## src/rtl/pwm_pkg.sv

```systemverilog
// Shared PWM definitions: frame marker, command codes, decoder states and strobe groups.
// Future PWM-side blocks import this so command encodings stay in one place.
package pwm_pkg;

    localparam logic [7:0] SYNC_BYTE_DEFAULT = 8'hA5;

    localparam logic [7:0] CMD_SET_PERIOD = 8'h01;
    localparam logic [7:0] CMD_SET_IMPULS = 8'h02;
    localparam logic [7:0] CMD_ENABLE     = 8'h03;
    localparam logic [7:0] CMD_DISABLE    = 8'h04;

    typedef enum logic [2:0] {
        ST_IDLE,
        ST_GET_CMD,
        ST_GET_LO,
        ST_GET_HI,
        ST_GET_CHK,
        ST_STROBE,
        ST_GAP
    } state_t;

    typedef enum logic [1:0] {
        GRP_PERIOD,
        GRP_IMPULS,
        GRP_ENABLE,
        GRP_DISABLE
    } strobe_grp_t;

    function automatic logic cmd_is_valid(input logic [7:0] cmd);
        return (cmd == CMD_SET_PERIOD) || (cmd == CMD_SET_IMPULS) ||
               (cmd == CMD_ENABLE)     || (cmd == CMD_DISABLE);
    endfunction

    function automatic strobe_grp_t cmd_to_grp(input logic [7:0] cmd);
        case (cmd)
            CMD_SET_IMPULS: return GRP_IMPULS;
            CMD_ENABLE:     return GRP_ENABLE;
            CMD_DISABLE:    return GRP_DISABLE;
            default:        return GRP_PERIOD;
        endcase
    endfunction

endpackage

```

## src/rtl/pwm_cmd_decoder_if.sv

```systemverilog
// Byte-stream handshake into the PWM command decoder.
// A byte transfers on a rising Clock edge with rx_valid and rx_ready both high.
interface pwm_cmd_decoder_if;

    logic [7:0] rx_data;
    logic       rx_valid;
    logic       rx_ready;

    modport master (
        output rx_data,
        output rx_valid,
        input  rx_ready
    );

    modport slave (
        input  rx_data,
        input  rx_valid,
        output rx_ready
    );

endinterface

```

## src/rtl/pwm_strobe_gen.sv

```systemverilog
// Write-strobe timing for the PWM stage: optional one-cycle bus setup, then a
// STROBE_CYCLES-long pulse on exactly one strobe group.
module pwm_strobe_gen
    import pwm_pkg::*;
#(
    parameter int unsigned STROBE_CYCLES = 2
) (
    input  logic        Clock,
    input  logic        Reset,
    input  logic        start_i,
    input  strobe_grp_t grp_i,
    output logic        WE_period_low,
    output logic        WE_period_high,
    output logic        WE_impuls_low,
    output logic        WE_impuls_high,
    output logic        WE_enable_pwm,
    output logic        WE_disable_pwm,
    output logic        busy_o
);

    localparam logic [3:0] STROBE_LAST = 4'(STROBE_CYCLES - 1);

    strobe_grp_t grp_q, grp_d;
    logic        setup_q, setup_d;
    logic        act_q, act_d;
    logic [3:0]  cnt_q, cnt_d;
    logic [5:0]  we_q, we_d;

    function automatic logic [5:0] grp_mask(input strobe_grp_t g);
        case (g)
            GRP_PERIOD: return 6'b000011;
            GRP_IMPULS: return 6'b001100;
            GRP_ENABLE: return 6'b010000;
            default:    return 6'b100000;
        endcase
    endfunction

    always_ff @(posedge Clock or negedge Reset) begin
        if (!Reset) begin
            grp_q   <= GRP_PERIOD;
            setup_q <= 1'b0;
            act_q   <= 1'b0;
            cnt_q   <= '0;
            we_q    <= '0;
        end else begin
            grp_q   <= grp_d;
            setup_q <= setup_d;
            act_q   <= act_d;
            cnt_q   <= cnt_d;
            we_q    <= we_d;
        end
    end

    // Data groups wait one cycle so the freshly loaded buses settle before WE rises.
    always_comb begin
        grp_d   = grp_q;
        setup_d = setup_q;
        act_d   = act_q;
        cnt_d   = cnt_q;
        if (start_i) begin
            grp_d = grp_i;
            if (grp_i == GRP_PERIOD || grp_i == GRP_IMPULS) begin
                setup_d = 1'b1;
            end else begin
                act_d = 1'b1;
                cnt_d = STROBE_LAST;
            end
        end else if (setup_q) begin
            setup_d = 1'b0;
            act_d   = 1'b1;
            cnt_d   = STROBE_LAST;
        end else if (act_q) begin
            if (cnt_q == 4'd0) begin
                act_d = 1'b0;
            end else begin
                cnt_d = cnt_q - 4'd1;
            end
        end
        we_d = act_d ? grp_mask(grp_d) : 6'b000000;
    end

    // busy drops during the final strobe cycle so the caller reaches GAP as WE falls.
    assign busy_o = setup_q | (act_q & (cnt_q != 4'd0));

    assign WE_period_low  = we_q[0];
    assign WE_period_high = we_q[1];
    assign WE_impuls_low  = we_q[2];
    assign WE_impuls_high = we_q[3];
    assign WE_enable_pwm  = we_q[4];
    assign WE_disable_pwm = we_q[5];

endmodule

```

## src/rtl/pwm_cmd_decoder.sv

```systemverilog
// Serial command decoder for the PWM stage: parses SYNC/CMD/LO/HI/CHK frames,
// loads the period/impuls buses and fires the matching write strobe.
module pwm_cmd_decoder
    import pwm_pkg::*;
#(
    parameter logic [7:0]  SYNC_BYTE      = SYNC_BYTE_DEFAULT,
    parameter int unsigned STROBE_CYCLES  = 2,
    parameter int unsigned TIMEOUT_CYCLES = 1000
) (
    input  logic             Clock,
    input  logic             Reset,
    pwm_cmd_decoder_if.slave rx,
    output logic [7:0]       period_low,
    output logic [7:0]       period_high,
    output logic [7:0]       impuls_low,
    output logic [7:0]       impuls_high,
    output logic             WE_period_low,
    output logic             WE_period_high,
    output logic             WE_impuls_low,
    output logic             WE_impuls_high,
    output logic             WE_enable_pwm,
    output logic             WE_disable_pwm,
    output logic             frame_ok,
    output logic             frame_err
);

    localparam logic [15:0] TIMEOUT_VAL = 16'(TIMEOUT_CYCLES);

    state_t      state_q, state_d;
    logic [7:0]  cmd_q, cmd_d, lo_q, lo_d, hi_q, hi_d;
    logic [7:0]  period_low_q, period_low_d, period_high_q, period_high_d;
    logic [7:0]  impuls_low_q, impuls_low_d, impuls_high_q, impuls_high_d;
    logic [15:0] gap_q, gap_d;
    logic        armed_q;
    logic        frame_ok_q, frame_ok_d, frame_err_q, frame_err_d;
    logic        accept, in_get, chk_good, timeout, start, sg_busy;
    strobe_grp_t grp;

    // armed_q keeps rx_ready low until the first edge after reset release.
    assign rx.rx_ready = armed_q && (state_q != ST_STROBE) && (state_q != ST_GAP);
    assign accept      = rx.rx_valid && rx.rx_ready;
    assign in_get      = (state_q == ST_GET_CMD) || (state_q == ST_GET_LO) ||
                         (state_q == ST_GET_HI)  || (state_q == ST_GET_CHK);
    assign chk_good    = (rx.rx_data == (cmd_q ^ lo_q ^ hi_q)) && cmd_is_valid(cmd_q);
    assign timeout     = in_get && !accept && (gap_q == TIMEOUT_VAL);
    assign grp         = cmd_to_grp(cmd_q);

    always_ff @(posedge Clock or negedge Reset) begin
        if (!Reset) state_q <= ST_IDLE;
        else        state_q <= state_d;
    end

    always_comb begin
        state_d = state_q;
        case (state_q)
            ST_IDLE:    if (accept && rx.rx_data == SYNC_BYTE) state_d = ST_GET_CMD;
            ST_GET_CMD: if (accept) state_d = ST_GET_LO;  else if (timeout) state_d = ST_IDLE;
            ST_GET_LO:  if (accept) state_d = ST_GET_HI;  else if (timeout) state_d = ST_IDLE;
            ST_GET_HI:  if (accept) state_d = ST_GET_CHK; else if (timeout) state_d = ST_IDLE;
            ST_GET_CHK: begin
                if (accept)       state_d = chk_good ? ST_STROBE : ST_IDLE;
                else if (timeout) state_d = ST_IDLE;
            end
            ST_STROBE:  if (!sg_busy) state_d = ST_GAP;
            ST_GAP:     state_d = ST_IDLE;
            default:    state_d = ST_IDLE;
        endcase
    end

    always_comb begin
        start         = (state_q == ST_GET_CHK) && accept && chk_good;
        frame_ok_d    = start;
        frame_err_d   = ((state_q == ST_GET_CHK) && accept && !chk_good) || timeout;
        gap_d         = (accept || !in_get || timeout) ? 16'd0 : gap_q + 16'd1;
        cmd_d         = cmd_q;
        lo_d          = lo_q;
        hi_d          = hi_q;
        period_low_d  = period_low_q;
        period_high_d = period_high_q;
        impuls_low_d  = impuls_low_q;
        impuls_high_d = impuls_high_q;
        if (accept) begin
            case (state_q)
                ST_GET_CMD: cmd_d = rx.rx_data;
                ST_GET_LO:  lo_d  = rx.rx_data;
                ST_GET_HI:  hi_d  = rx.rx_data;
                default: ;
            endcase
        end
        if (start && grp == GRP_PERIOD) begin
            period_low_d  = lo_q;
            period_high_d = hi_q;
        end
        if (start && grp == GRP_IMPULS) begin
            impuls_low_d  = lo_q;
            impuls_high_d = hi_q;
        end
    end

    always_ff @(posedge Clock or negedge Reset) begin
        if (!Reset) begin
            cmd_q         <= '0;
            lo_q          <= '0;
            hi_q          <= '0;
            period_low_q  <= '0;
            period_high_q <= '0;
            impuls_low_q  <= '0;
            impuls_high_q <= '0;
            gap_q         <= '0;
            armed_q       <= 1'b0;
            frame_ok_q    <= 1'b0;
            frame_err_q   <= 1'b0;
        end else begin
            cmd_q         <= cmd_d;
            lo_q          <= lo_d;
            hi_q          <= hi_d;
            period_low_q  <= period_low_d;
            period_high_q <= period_high_d;
            impuls_low_q  <= impuls_low_d;
            impuls_high_q <= impuls_high_d;
            gap_q         <= gap_d;
            armed_q       <= 1'b1;
            frame_ok_q    <= frame_ok_d;
            frame_err_q   <= frame_err_d;
        end
    end

    pwm_strobe_gen #(
        .STROBE_CYCLES (STROBE_CYCLES)
    ) u_strobe_gen (
        .Clock          (Clock),
        .Reset          (Reset),
        .start_i        (start),
        .grp_i          (grp),
        .WE_period_low  (WE_period_low),
        .WE_period_high (WE_period_high),
        .WE_impuls_low  (WE_impuls_low),
        .WE_impuls_high (WE_impuls_high),
        .WE_enable_pwm  (WE_enable_pwm),
        .WE_disable_pwm (WE_disable_pwm),
        .busy_o         (sg_busy)
    );

    assign period_low  = period_low_q;
    assign period_high = period_high_q;
    assign impuls_low  = impuls_low_q;
    assign impuls_high = impuls_high_q;
    assign frame_ok    = frame_ok_q;
    assign frame_err   = frame_err_q;

endmodule

```

## src/flat_wrapper.sv

```systemverilog
// flat-port wrapper written by rule: the top's interface ports become plain ports
module pwm_cmd_decoder_flat import pwm_pkg::*;
#(
    parameter logic [7:0]  SYNC_BYTE      = SYNC_BYTE_DEFAULT,
    parameter int unsigned STROBE_CYCLES  = 2,
    parameter int unsigned TIMEOUT_CYCLES = 1000
)
  (Clock, Reset, period_low, period_high, impuls_low, impuls_high, WE_period_low, WE_period_high, WE_impuls_low, WE_impuls_high, WE_enable_pwm, WE_disable_pwm, frame_ok, frame_err, rx_rx_data, rx_rx_valid, rx_rx_ready);
  pwm_cmd_decoder_if rx_i ();
  input  logic Clock;
  input  logic Reset;
  output logic [7:0] period_low;
  output logic [7:0] period_high;
  output logic [7:0] impuls_low;
  output logic [7:0] impuls_high;
  output logic WE_period_low;
  output logic WE_period_high;
  output logic WE_impuls_low;
  output logic WE_impuls_high;
  output logic WE_enable_pwm;
  output logic WE_disable_pwm;
  output logic frame_ok;
  output logic frame_err;
  input wire logic [$bits(rx_i.rx_data)-1:0] rx_rx_data;
  input wire logic [$bits(rx_i.rx_valid)-1:0] rx_rx_valid;
  output wire logic [$bits(rx_i.rx_ready)-1:0] rx_rx_ready;
  assign rx_i.rx_data = rx_rx_data;
  assign rx_i.rx_valid = rx_rx_valid;
  assign rx_rx_ready = rx_i.rx_ready;
  pwm_cmd_decoder #(.SYNC_BYTE(SYNC_BYTE), .STROBE_CYCLES(STROBE_CYCLES), .TIMEOUT_CYCLES(TIMEOUT_CYCLES)) u_core (.Clock(Clock), .Reset(Reset), .rx(rx_i), .period_low(period_low), .period_high(period_high), .impuls_low(impuls_low), .impuls_high(impuls_high), .WE_period_low(WE_period_low), .WE_period_high(WE_period_high), .WE_impuls_low(WE_impuls_low), .WE_impuls_high(WE_impuls_high), .WE_enable_pwm(WE_enable_pwm), .WE_disable_pwm(WE_disable_pwm), .frame_ok(frame_ok), .frame_err(frame_err));
endmodule
```

## config.mk

```make
export PLATFORM = sky130hd
export DESIGN_NAME = pwm_cmd_decoder_flat
export DESIGN_NICKNAME = d
export VERILOG_FILES = /design/src/rtl/pwm_pkg.sv /design/src/rtl/pwm_cmd_decoder_if.sv /design/src/rtl/pwm_strobe_gen.sv /design/src/rtl/pwm_cmd_decoder.sv /design/src/flat_wrapper.sv
export SDC_FILE = /design/constraint.sdc
export NUM_CORES = 1
export LEC_CHECK = 0
export ABC_AREA = 1
export CORE_MARGIN = 4
export CORE_UTILIZATION = 60
export CTS_CLUSTER_SIZE = 24
export DETAILED_ROUTE_END_ITERATION = 7
export PLACE_DENSITY = 0.95
export REMOVE_ABC_BUFFERS = 1
export SLEW_MARGIN = 5
export SYNTH_ARGS = -nofsm -noshare
export SYNTH_HDL_FRONTEND = slang
export SYNTH_SLANG_ARGS = --single-unit
export TNS_END_PERCENT = 1
```

## constraint.sdc

```tcl
create_clock -name Clock -period 3.6 [get_ports Clock]
set_input_delay 0.54 -clock Clock [delete_from_list [all_inputs] [get_ports Clock]]
set_output_delay 0.54 -clock Clock [all_outputs]
set_load 0.005 [all_outputs]
```

==> run metrics, run 1 <==
Final min period=2.66 ns; pwr dens=431 nW/um^2; total number of yosys warnings=0; CP Cell Sequence=clkdlybuf4s50_1, inv_1, nand2_1, nand2_1, nand2_1, nand2_1, nor2_1, nand3_1, nor2_2, nand2_2, nor2_4, nand4_4, nand2_1, o21ai_2; largest net degree at the start of global routing=91; post-synthesis sequential area ratio=0.497; die width=94.9 microns; Die Height=94.9 microns; clk_skew=0.0128 ns; GP Congestion=0.883; sequential share of power=0.504; Finished Cell Area=5250 sq um; Static Leak=2.54 nW; Max IR drop VDD=0.000204 V; CP max stage delay=0.59 ns; syn_area_per_cell=8.02 sq um; Finished Layout Cells=719; actual slew at the worst max-slew pin=1.08 ns; Via-to-Cell Ratio=5.52; number of global-route vias before repair=4,070; critical setup path kind=in -> reg; Worst slew margin=0.283; WL per Instance=14.3 microns; Nets=631; clk slew on worst S/H paths=0.09 ns; Pint=1.48 mW; Final ANT Viol Nets=0; area delta synth->final=15.9%; Top cell by count, worst path=nand2_1; ANT cells=0; I/O pins=52; Detailed Place HPWL=7.30 mm; clock sink count=90; Max Fclk=375 MHz; Clock Latency Late Sink=0.37 ns; CP startpoint kind=input port; Port-buffer cells=51; FF+latch count, synth=90; utilization after layout=0.720; layout cells sized above 1=0.111; fillers=536; deepest clock path buffer count=2; Max Cap Violations=0; Distinct cells, synth=36; switching part of the total power=0.344; Hold Fails Final Rpt=0; Final Max Tran Viols=0; global route total overflow=0; Residual DRC=0; crit-path leading delay family=simple AND/OR/NAND/NOR gates; Num CTS Buffers=9; initial core utilization=0.621; wire length of the first global-routing pass=17.5 mm; Vias=3,972; Tot GR Track Use=0.248; Worst Setup End Kind=register; root buffer cell=clkbuf_8; Final TNS setup=0 ns; crit path max-delay cell type=clkdlybuf4s50_1; CTS tree=yes; synthesized cell area=4530 sq um; drt first pass iters=6; CP bufs+invs=2; H-Tree Level Count=3; outcome=finished, final reports clean; # rows=31; fin crit share=0.740; die area=9010 sq um; Synth Instances=565; postcts setup bufs=0; hold_buf cts=0; crit path DAT=2.91 ns; initial antenna violation count=0; Initial DRC Count=307; Detailed Route WL=10.3 mm; post-CTS resize count=0; clock share of power=0.269; worst min-delay path class=in -> async; Comb power frac=0.227; RSZ-0062 raised after global routing=no; Core ar.=7290 sq um; Post-DP Area=5090 sq um; Placed Cells=704; Setup-failing EPs final=0; Psw=0.778 mW; CP required=3.85 ns; CP max FO=32; Min Hold Slack=0.382 ns
==> power groups by stage <==
| stage | combinational [mW] | sequential [mW] | clock (mW) |
|---|---|---|---|
| 2_1_floorplan | 0.373 | 1.14 | 0 |
| 3_3_place_gp | 0.468 | 1.15 | 0 |
| 3_5_place_dp | 0.500 | 1.16 | 0 |
| 4_1_cts | 0.511 | 1.14 | 0.617 |
| 5_1_grt | 0.592 | 1.15 | 0.661 |
| 6_report | 0.514 | 1.14 | 0.608 |
==> layout make-up <==
cell class              instances  area (sq um)  share of cell area
inverters                      80           303              0.0576
clock inverters                 6          42.5             0.00810
repair buffers                 51           508              0.0967
multi-input cells             384          1900               0.362
well taps                      99           124              0.0236
clock buffers                   9           124              0.0236
flip-flops and latches         90          2250               0.429
==> per-stage QoR <==
stage / setup slack (ns) / total power [mW]
final: 0.936 / 2.26
after global routing: 0.629 / 2.40
after CTS: 0.947 / 2.27
after global placement: 0.713 / 1.62
after floorplan: 1.48 / 1.52
after detailed placement: 0.588 / 1.66
==> logic make-up (layout without fill, tap and decap cells) <==
kind of cell | Yosys count | after routing | share of synthesized area
flip-flops | 90 | 90 | 0.497
AO/OA/AOI/OAI | 88 | 88 | 0.117
buffers and inverters | 91 | 146 | 0.0837
other | 1 | 1 | 0.000828
AND/OR/NAND/NOR | 288 | 288 | 0.284
XOR/XNOR | 3 | 3 | 0.00580
adder cells (fa/ha/maj) | 4 | 4 | 0.0110
==> cells in the mapped netlist, drive strengths merged <==
cell	count	area, sq um
nand2	177	702
nand3	30	173
clkbuf	2	7.51
dfrtp	90	2250
conb	1	3.75
a31oi	2	12.5
o2111ai	2	17.5
or2	1	6.26
xor2	2	17.5
nor3b	1	12.5
a21oi	11	55.1
o21ai	71	419
a211oi	1	7.51
xnor2	1	8.76
nor3	11	55.1
nor4	2	12.5
a21boi	1	18.8
buf	9	68.8
ha	4	50.1
nor2	53	231
inv	79	299
clkinv	1	3.75
nand4	13	96.3
==> metal layers <==
| layer | up-vias | wire [microns] | part of all wire | GRT usage |
|---|---|---|---|---|
| met4 | 0 | 327 | 0.032 | 0.131 |
| li1 | 1895 | - | - | - |
| met2 | 163 | 5310 | 0.52 | 0.439 |
| met1 | 1878 | 4030 | 0.39 | 0.276 |
| met3 | 36 | 601 | 0.059 | 0.0582 |
| met5 | - | 0 | 0 | 0 |
==> sequential cells by signal, indices dropped and copies added (netlist names) <==
register,count
u_core.gap_q,16
u_core.cmd_q,8
u_core.hi_q,8
u_core.impuls_high,8
u_core.impuls_low,8
u_core.lo_q,8
u_core.period_high,8
u_core.period_low,8
u_core.u_strobe_gen.cnt_q,4
u_core.u_strobe_gen.we_q,4
u_core.state_q,3
u_core.u_strobe_gen.grp_q,2
u_core.armed_q,1
u_core.frame_err,1
u_core.frame_ok,1
u_core.u_strobe_gen.act_q,1
u_core.u_strobe_gen.setup_q,1
==> path summary, 6_finish.rpt <==
check	slack (ns)	startpoint	depth (start not counted)	end
max in group asynchronous	2.54	Reset	1	u_core.gap_q[12]$_DFF_PN0_
min in group Clock	0.49	u_core.impuls_low[0]$_DFFE_PN0P_	2	u_core.impuls_low[0]$_DFFE_PN0P_
worst max register to register	1.06	u_core.cmd_q[1]$_DFFE_PN0P_	14	u_core.period_low[1]$_DFFE_PN0P_
worst min register to register	0.49	u_core.impuls_low[0]$_DFFE_PN0P_	2	u_core.impuls_low[0]$_DFFE_PN0P_
worst max-delay path	0.94	rx_rx_data[0]	14	u_core.period_low[1]$_DFFE_PN0P_
worst min-delay path	0.38	Reset	1	u_core.period_low[7]$_DFFE_PN0P_
==> worst register-to-register path: stages (launching register included) <==
cell     delay [ns]
dfrtp_1        0.45
inv_2          0.13
nand2_1        0.10
nand2_1        0.08
nand2_1        0.06
nand3_1        0.11
nand2_1        0.08
inv_1          0.05
nand2_1        0.06
nor2_2         0.19
nand2_2        0.11
nor2_4         0.13
nand4_4        0.48
nand2_1        0.31
o21ai_2        0.08
==> layout by cell type, fill, tap and decap left out, drive strengths merged, types with 11 or more instances in the layout <==
cell,count
nand2,177
dfrtp,90
inv,81
o21ai,71
nor2,53
clkdlybuf4s50,50
nand3,30
nand4,13
nor3,11
a21oi,11
Power figures use the tool's default switching activity.
==> run 2, diff against run 1 <==
--- a/config.mk
+++ b/config.mk
@@ -7,10 +7,10 @@
 export LEC_CHECK = 0
 export ABC_AREA = 1
 export CORE_MARGIN = 4
-export CORE_UTILIZATION = 60
+export CORE_UTILIZATION = 56
 export CTS_CLUSTER_SIZE = 24
 export DETAILED_ROUTE_END_ITERATION = 7
-export PLACE_DENSITY = 0.95
+export PLACE_DENSITY = 0.9
 export REMOVE_ABC_BUFFERS = 1
 export SLEW_MARGIN = 5
 export SYNTH_ARGS = -nofsm -noshare
==> constraint.sdc (replaced) <==
create_clock -name Clock -period 2.59 [get_ports Clock]
set_input_delay 0.3885 -clock Clock [delete_from_list [all_inputs] [get_ports Clock]]
set_output_delay 0.3885 -clock Clock [all_outputs]
set_load 0.005 [all_outputs]
==> run metrics, run 2 (synthesis gave the netlist of run 1 again) <==
Final min period=2.25 ns; die area=9590 sq um (+6.5%); initial antenna violation count=0 (unchanged); Static Leak=2.60 nW (+2.4%); commonest non-fill, non-tap cell in the layout=nand2_1; RSZ-0062 raised after global routing=no; Detailed Route WL=10.1 mm (-1.5%); H-Tree Level Count=3 (unchanged); Final TNS setup=0 ns (unchanged); area delta synth->final=18.7%; crit path DAT=1.87 ns (-1.04 ns); post-CTS resize count=0 (unchanged); Reg2Reg Setup Slack=0.43 ns (-0.63 ns); Via-to-Cell Ratio=5.39 (-2.4%); number of global-route vias before repair=3,863 (-5.1%); fillers=618 (+15%); CP startpoint kind=register; Hold Fails Final Rpt=0 (unchanged); postcts setup bufs=0 (unchanged); Reg area=2250 sq um (unchanged); commonest non-fill, non-tap cells in the layout=166 x nand2_1, 90 x dfrtp_1, 70 x inv_1; initial core utilization=0.580 (-0.0410); global route total overflow=0 (unchanged); pwr dens=620 nW/um^2 (+44%); fin crit share=0.870; GRT met2 Usage=0.385 (-0.0533); largest net degree at the start of global routing=47 (-48%); Clock Latency Late Sink=0.36 ns (about the same); Initial DRC Count=296 (-3.6%); area occupied by multi-input gates=1900 sq um (unchanged); Max IR drop VDD=0.000325 V (+59%); hold_buf cts=0 (unchanged); Final ANT Viol Nets=0 (unchanged); Final Max Tran Viols=0 (unchanged); Max Fclk=444 MHz; Num CTS Buffers=9 (unchanged); outcome=finished, final reports clean; drt first pass iters=5 (-1); Nets=637 (+0.95%); CP Cell Sequence=nor2_2, nor2_1, a21boi_4, clkdlybuf4s50_1; root buffer cell=clkbuf_8; Core ar.=7810 sq um (+7.1%); CP max stage delay=0.53 ns (-0.06 ns); WL per Instance=13.9 microns (-2.7%); Placed Cells=713 (+1.3%); Finished Layout Cells=728 (+1.3%); Worst Setup End Kind=output pin; wire length of the first global-routing pass=17.4 mm (-0.47%); GP Congestion=0.884 (+0.16%); # rows=32 (+3.2%); Detailed Place HPWL=7.40 mm (+1.3%); final worst slack=0.336 ns (-0.600 ns); Setup-failing EPs final=0 (unchanged); Tot GR Track Use=0.221 (-0.0272); max reg flops=16 (unchanged); ANT cells=0 (unchanged); met1 Use GR=0.266 (-0.0109); worst min-delay path class=in -> async; Power, Total=3.34 mW (+47%); die width=97.9 microns (+3.2%); Largest Register=u_core.gap_q; Setup WS pre-CTS=0.0807 ns (-0.507 ns); Port-buffer cells=51 (unchanged); CTS tree=yes; layout cells sized above 1=0.118 (+0.00692); critical setup path kind=reg -> out; clk slew on worst S/H paths=0.08 ns (about the same); Vias=3,927 (-1.1%); Worst slew margin=0.594 (+0.310); CP max FO=6 (-81%); Die Height=97.9 microns (+3.2%); actual slew at the worst max-slew pin=0.609 ns (-0.466 ns); GRT busiest layer=met2; deepest clock path buffer count=2 (unchanged); CP required=2.20 ns (-1.65 ns); clock sink count=90 (unchanged); I/O pins=52 (unchanged); Max Cap Violations=0 (unchanged); utilization after layout=0.689 (-0.0315); clk_skew=0.00547 ns (-0.00734 ns); Residual DRC=0 (unchanged); worst r2r path cells=15 (+1); GR Util met3=0.0450 (-0.0132); crit path max-delay cell type=clkdlybuf4s50_1
[run 2: worst max-delay path: cells and delay by family, from the launching register on]
kind	cells	cell delay (ns)
flops	1	0.47
compound gates	1	0.19
simple gates	2	0.33
buf+inv	1	0.53
[run 2: layout make-up]
cell class | instances | area share
Clock buffer | 11 | 0.0263
Clock inverter | 4 | 0.0142
Inverter | 80 | 0.0563
Multi-Input combinational cell | 384 | 0.353
Sequential cell | 90 | 0.419
Tap cell | 102 | 0.0237
Timing Repair Buffer | 57 | 0.107
[run 2: where the power goes]
| part | total, mW | switching [mW] | internal [mW] |
|---|---|---|---|
| sequential | 1.58 | 0.0826 | 1.50 |
| combinational | 0.710 | 0.490 | 0.219 |
| clock | 1.04 | 0.476 | 0.566 |
[run 2: per-layer routing]
layer | vias to the layer above | share of wire
met5 | - | 0
met4 | 0 | 0.024
met3 | 25 | 0.057
met2 | 143 | 0.51
met1 | 1845 | 0.41
li1 | 1914 | -
[run 2: through the flow]
step / hold WS, ns / instance area [sq um]
after floorplan: 0.0929 / 4450
after global placement: 0.420 / 5160
after CTS: 0.0385 / 5380
final: 0.0173 / 5380
after global routing: 0.0498 / 5380
after detailed placement: 0.430 / 5160
[run 2: final timing paths]
check,start,endpoint
setup / recovery,u_core.state_q[1]$_DFFE_PN0P_,rx_rx_ready
hold / removal,Reset,u_core.impuls_high[7]$_DFFE_PN0P_
setup reg to reg,u_core.lo_q[1]$_DFFE_PN0P_,u_core.period_high[0]$_DFFE_PN0P_
hold reg to reg,u_core.period_low[7]$_DFFE_PN0P_,u_core.period_low[7]$_DFFE_PN0P_
max in group asynchronous,Reset,u_core.impuls_high[0]$_DFFE_PN0P_
min in group Clock,u_core.period_low[7]$_DFFE_PN0P_,u_core.period_low[7]$_DFFE_PN0P_
==> run 3, diff against run 2 <==
--- a/config.mk
+++ b/config.mk
@@ -10,6 +10,7 @@
 export CORE_UTILIZATION = 56
 export CTS_CLUSTER_SIZE = 24
 export DETAILED_ROUTE_END_ITERATION = 7
+export MAX_ROUTING_LAYER = met4
 export PLACE_DENSITY = 0.9
 export REMOVE_ABC_BUFFERS = 1
 export SLEW_MARGIN = 5
==> run metrics, run 3 (synthesis gave the netlist of run 1 again) <==
final worst slack=0.326 ns (-0.00967 ns); Via-to-Cell Ratio=5.39 (-0.10%); Static Leak=2.60 nW (unchanged); die area=9590 sq um (unchanged); Hold Fails Final Rpt=0 (unchanged); worst r2r path cells=15 (unchanged); # rows=32 (unchanged); Worst Setup End Kind=output pin; WL per Instance=13.9 microns (+0.33%); global route total overflow=0 (unchanged); Tot GR Track Use=0.228 (+0.00692); GR Util met3=0.0443 (-0.000714); actual slew at the worst max-slew pin=0.613 ns (+0.00451 ns); Min Hold Slack=0.0107 ns (-0.00664 ns); clk_skew=0.0101 ns (+0.00459 ns); CP max FO=6 (unchanged); max reg flops=16 (unchanged); Placed Cells=713 (unchanged); Max IR drop VDD=0.000330 V (+1.3%); commonest non-fill, non-tap cell in the layout=nand2_1; Largest Register=u_core.gap_q; Vias=3,923 (-0.10%); CP Cell Sequence=nor2_2, nor2_1, a21boi_4, clkdlybuf4s50_1; critical setup path kind=reg -> out; fin crit share=0.874 (+0.00373); crit path max-delay cell type=clkdlybuf4s50_1; GRT busiest layer=met2; Final Max Tran Viols=0 (unchanged); Die Height=97.9 microns (unchanged); drt first pass iters=5 (unchanged); H-Tree Level Count=3 (unchanged); Finished Layout Cells=728 (unchanged); postcts setup bufs=0 (unchanged); RSZ-0062 raised after global routing=no; met1 Use GR=0.266 (unchanged); ANT cells=0 (unchanged); Final ANT Viol Nets=0 (unchanged); area delta synth->final=18.7% (unchanged); Final min period=2.26 ns (+0.00967 ns); GRT met2 Usage=0.386 (+0.00105); Detailed Place HPWL=7.40 mm (unchanged); CP required=2.20 ns (about the same); post-CTS resize count=0 (unchanged); GP Congestion=0.899 (+1.7%); CP max stage delay=0.53 ns (about the same); terminus of the critical flop-to-flop path=u_core.period_high[0]$_DFFE_PN0P_; Max Cap Violations=0 (unchanged); outcome=finished, final reports clean; CP startpoint kind=register; clk slew on worst S/H paths=0.08 ns (about the same); worst min-delay path class=in -> async; Finished Cell Area=5380 sq um (unchanged); Clock Latency Late Sink=0.37 ns (about the same); Setup-failing EPs final=0 (unchanged); Core ar.=7810 sq um (unchanged); Detailed Route WL=10.1 mm (+0.33%); CP bufs+invs=1 (unchanged); Max Fclk=442 MHz (-0.43%); Nets=637 (unchanged); initial core utilization=0.580 (unchanged); crit path DAT=1.88 ns (about the same); pwr dens=621 nW/um^2 (+0.16%); Final TNS setup=0 ns (unchanged); Residual DRC=0 (unchanged); root buffer cell=clkbuf_8; largest net degree at the start of global routing=47 (unchanged); Num CTS Buffers=9 (unchanged); hold_buf cts=0 (unchanged); number of global-route vias before repair=3,863 (unchanged); initial antenna violation count=0 (unchanged); Reg-to-Reg Start=u_core.lo_q[1]$_DFFE_PN0P_; clock sink count=90 (unchanged); wire length of the first global-routing pass=17.4 mm (about the same); commonest non-fill, non-tap cells in the layout=166 x nand2_1, 90 x dfrtp_1, 70 x inv_1; Worst slew margin=0.591 (-0.00301); CTS tree=yes; Initial DRC Count=265 (-10%); I/O pins=52 (unchanged); die width=97.9 microns (unchanged); deepest clock path buffer count=2 (unchanged); Setup WS pre-CTS=0.0807 ns (unchanged); Reg2Reg Setup Slack=0.43 ns (about the same); crit-path leading delay family=buffers and inverters; Port-buffer cells=51 (unchanged); layout cells sized above 1=0.118 (unchanged); Post-DP Area=5160 sq um (unchanged)
## run 3: cell counts in the layout (fill, tap and decap cells not counted)
No cell type changed its count.
## run 3: through the flow
| step | power [mW] | utilization |
|---|---|---|
| 2_1_floorplan | 2.11 | - |
| 3_3_place_gp | 2.26 | 0.661 |
| 3_5_place_dp | 2.31 | 0.661 |
| 4_1_cts | 3.35 | 0.689 |
| 5_1_grt | 3.53 | 0.689 |
| 6_report | 3.34 | 0.689 |
## run 3: layout make-up
type / instances / area (sq um)
clock buffer: 11 / 141
timing repair buffer: 57 / 578
fill: 618 / 2430
inverter: 80 / 303
clock inverter: 4 / 76.3
tap: 102 / 128
sequential: 90 / 2250
multi-input combinational: 384 / 1900
## run 3: routing by layer
| layer | share of wire | routed length, microns |
|---|---|---|
| met1 | 0.41 | 4150 |
| met2 | 0.51 | 5220 |
| met3 | 0.052 | 532 |
| met4 | 0.024 | 244 |
| met5 | 0 | 0 |
## run 3: worst max path at each step
stage               depth (start not counted)                          start  slack, ns                           endpoint
floorplan                                  12    u_core.cmd_q[1]$_DFFE_PN0P_       0.55  u_core.period_high[0]$_DFFE_PN0P_
global placement                           15                  rx_rx_data[0]       0.21   u_core.period_low[5]$_DFFE_PN0P_
detailed placement                         15                  rx_rx_data[0]       0.08  u_core.period_high[0]$_DFFE_PN0P_
finish                                      4  u_core.state_q[1]$_DFFE_PN0P_       0.33                        rx_rx_ready
CTS                                         4  u_core.state_q[1]$_DFFE_PN0P_       0.33                        rx_rx_ready
global route                                9  u_core.state_q[1]$_DFFE_PN0P_       0.17         u_core.gap_q[13]$_DFF_PN0_
## run 3: report_power, final
| part | switching (mW) | internal (mW) | leakage, nW |
|---|---|---|---|
| combinational | 0.491 | 0.219 | 1.30 |
| clock | 0.481 | 0.566 | 0.106 |
| sequential | 0.0818 | 1.50 | 1.19 |
| total | 1.05 | 2.29 | 2.60 |
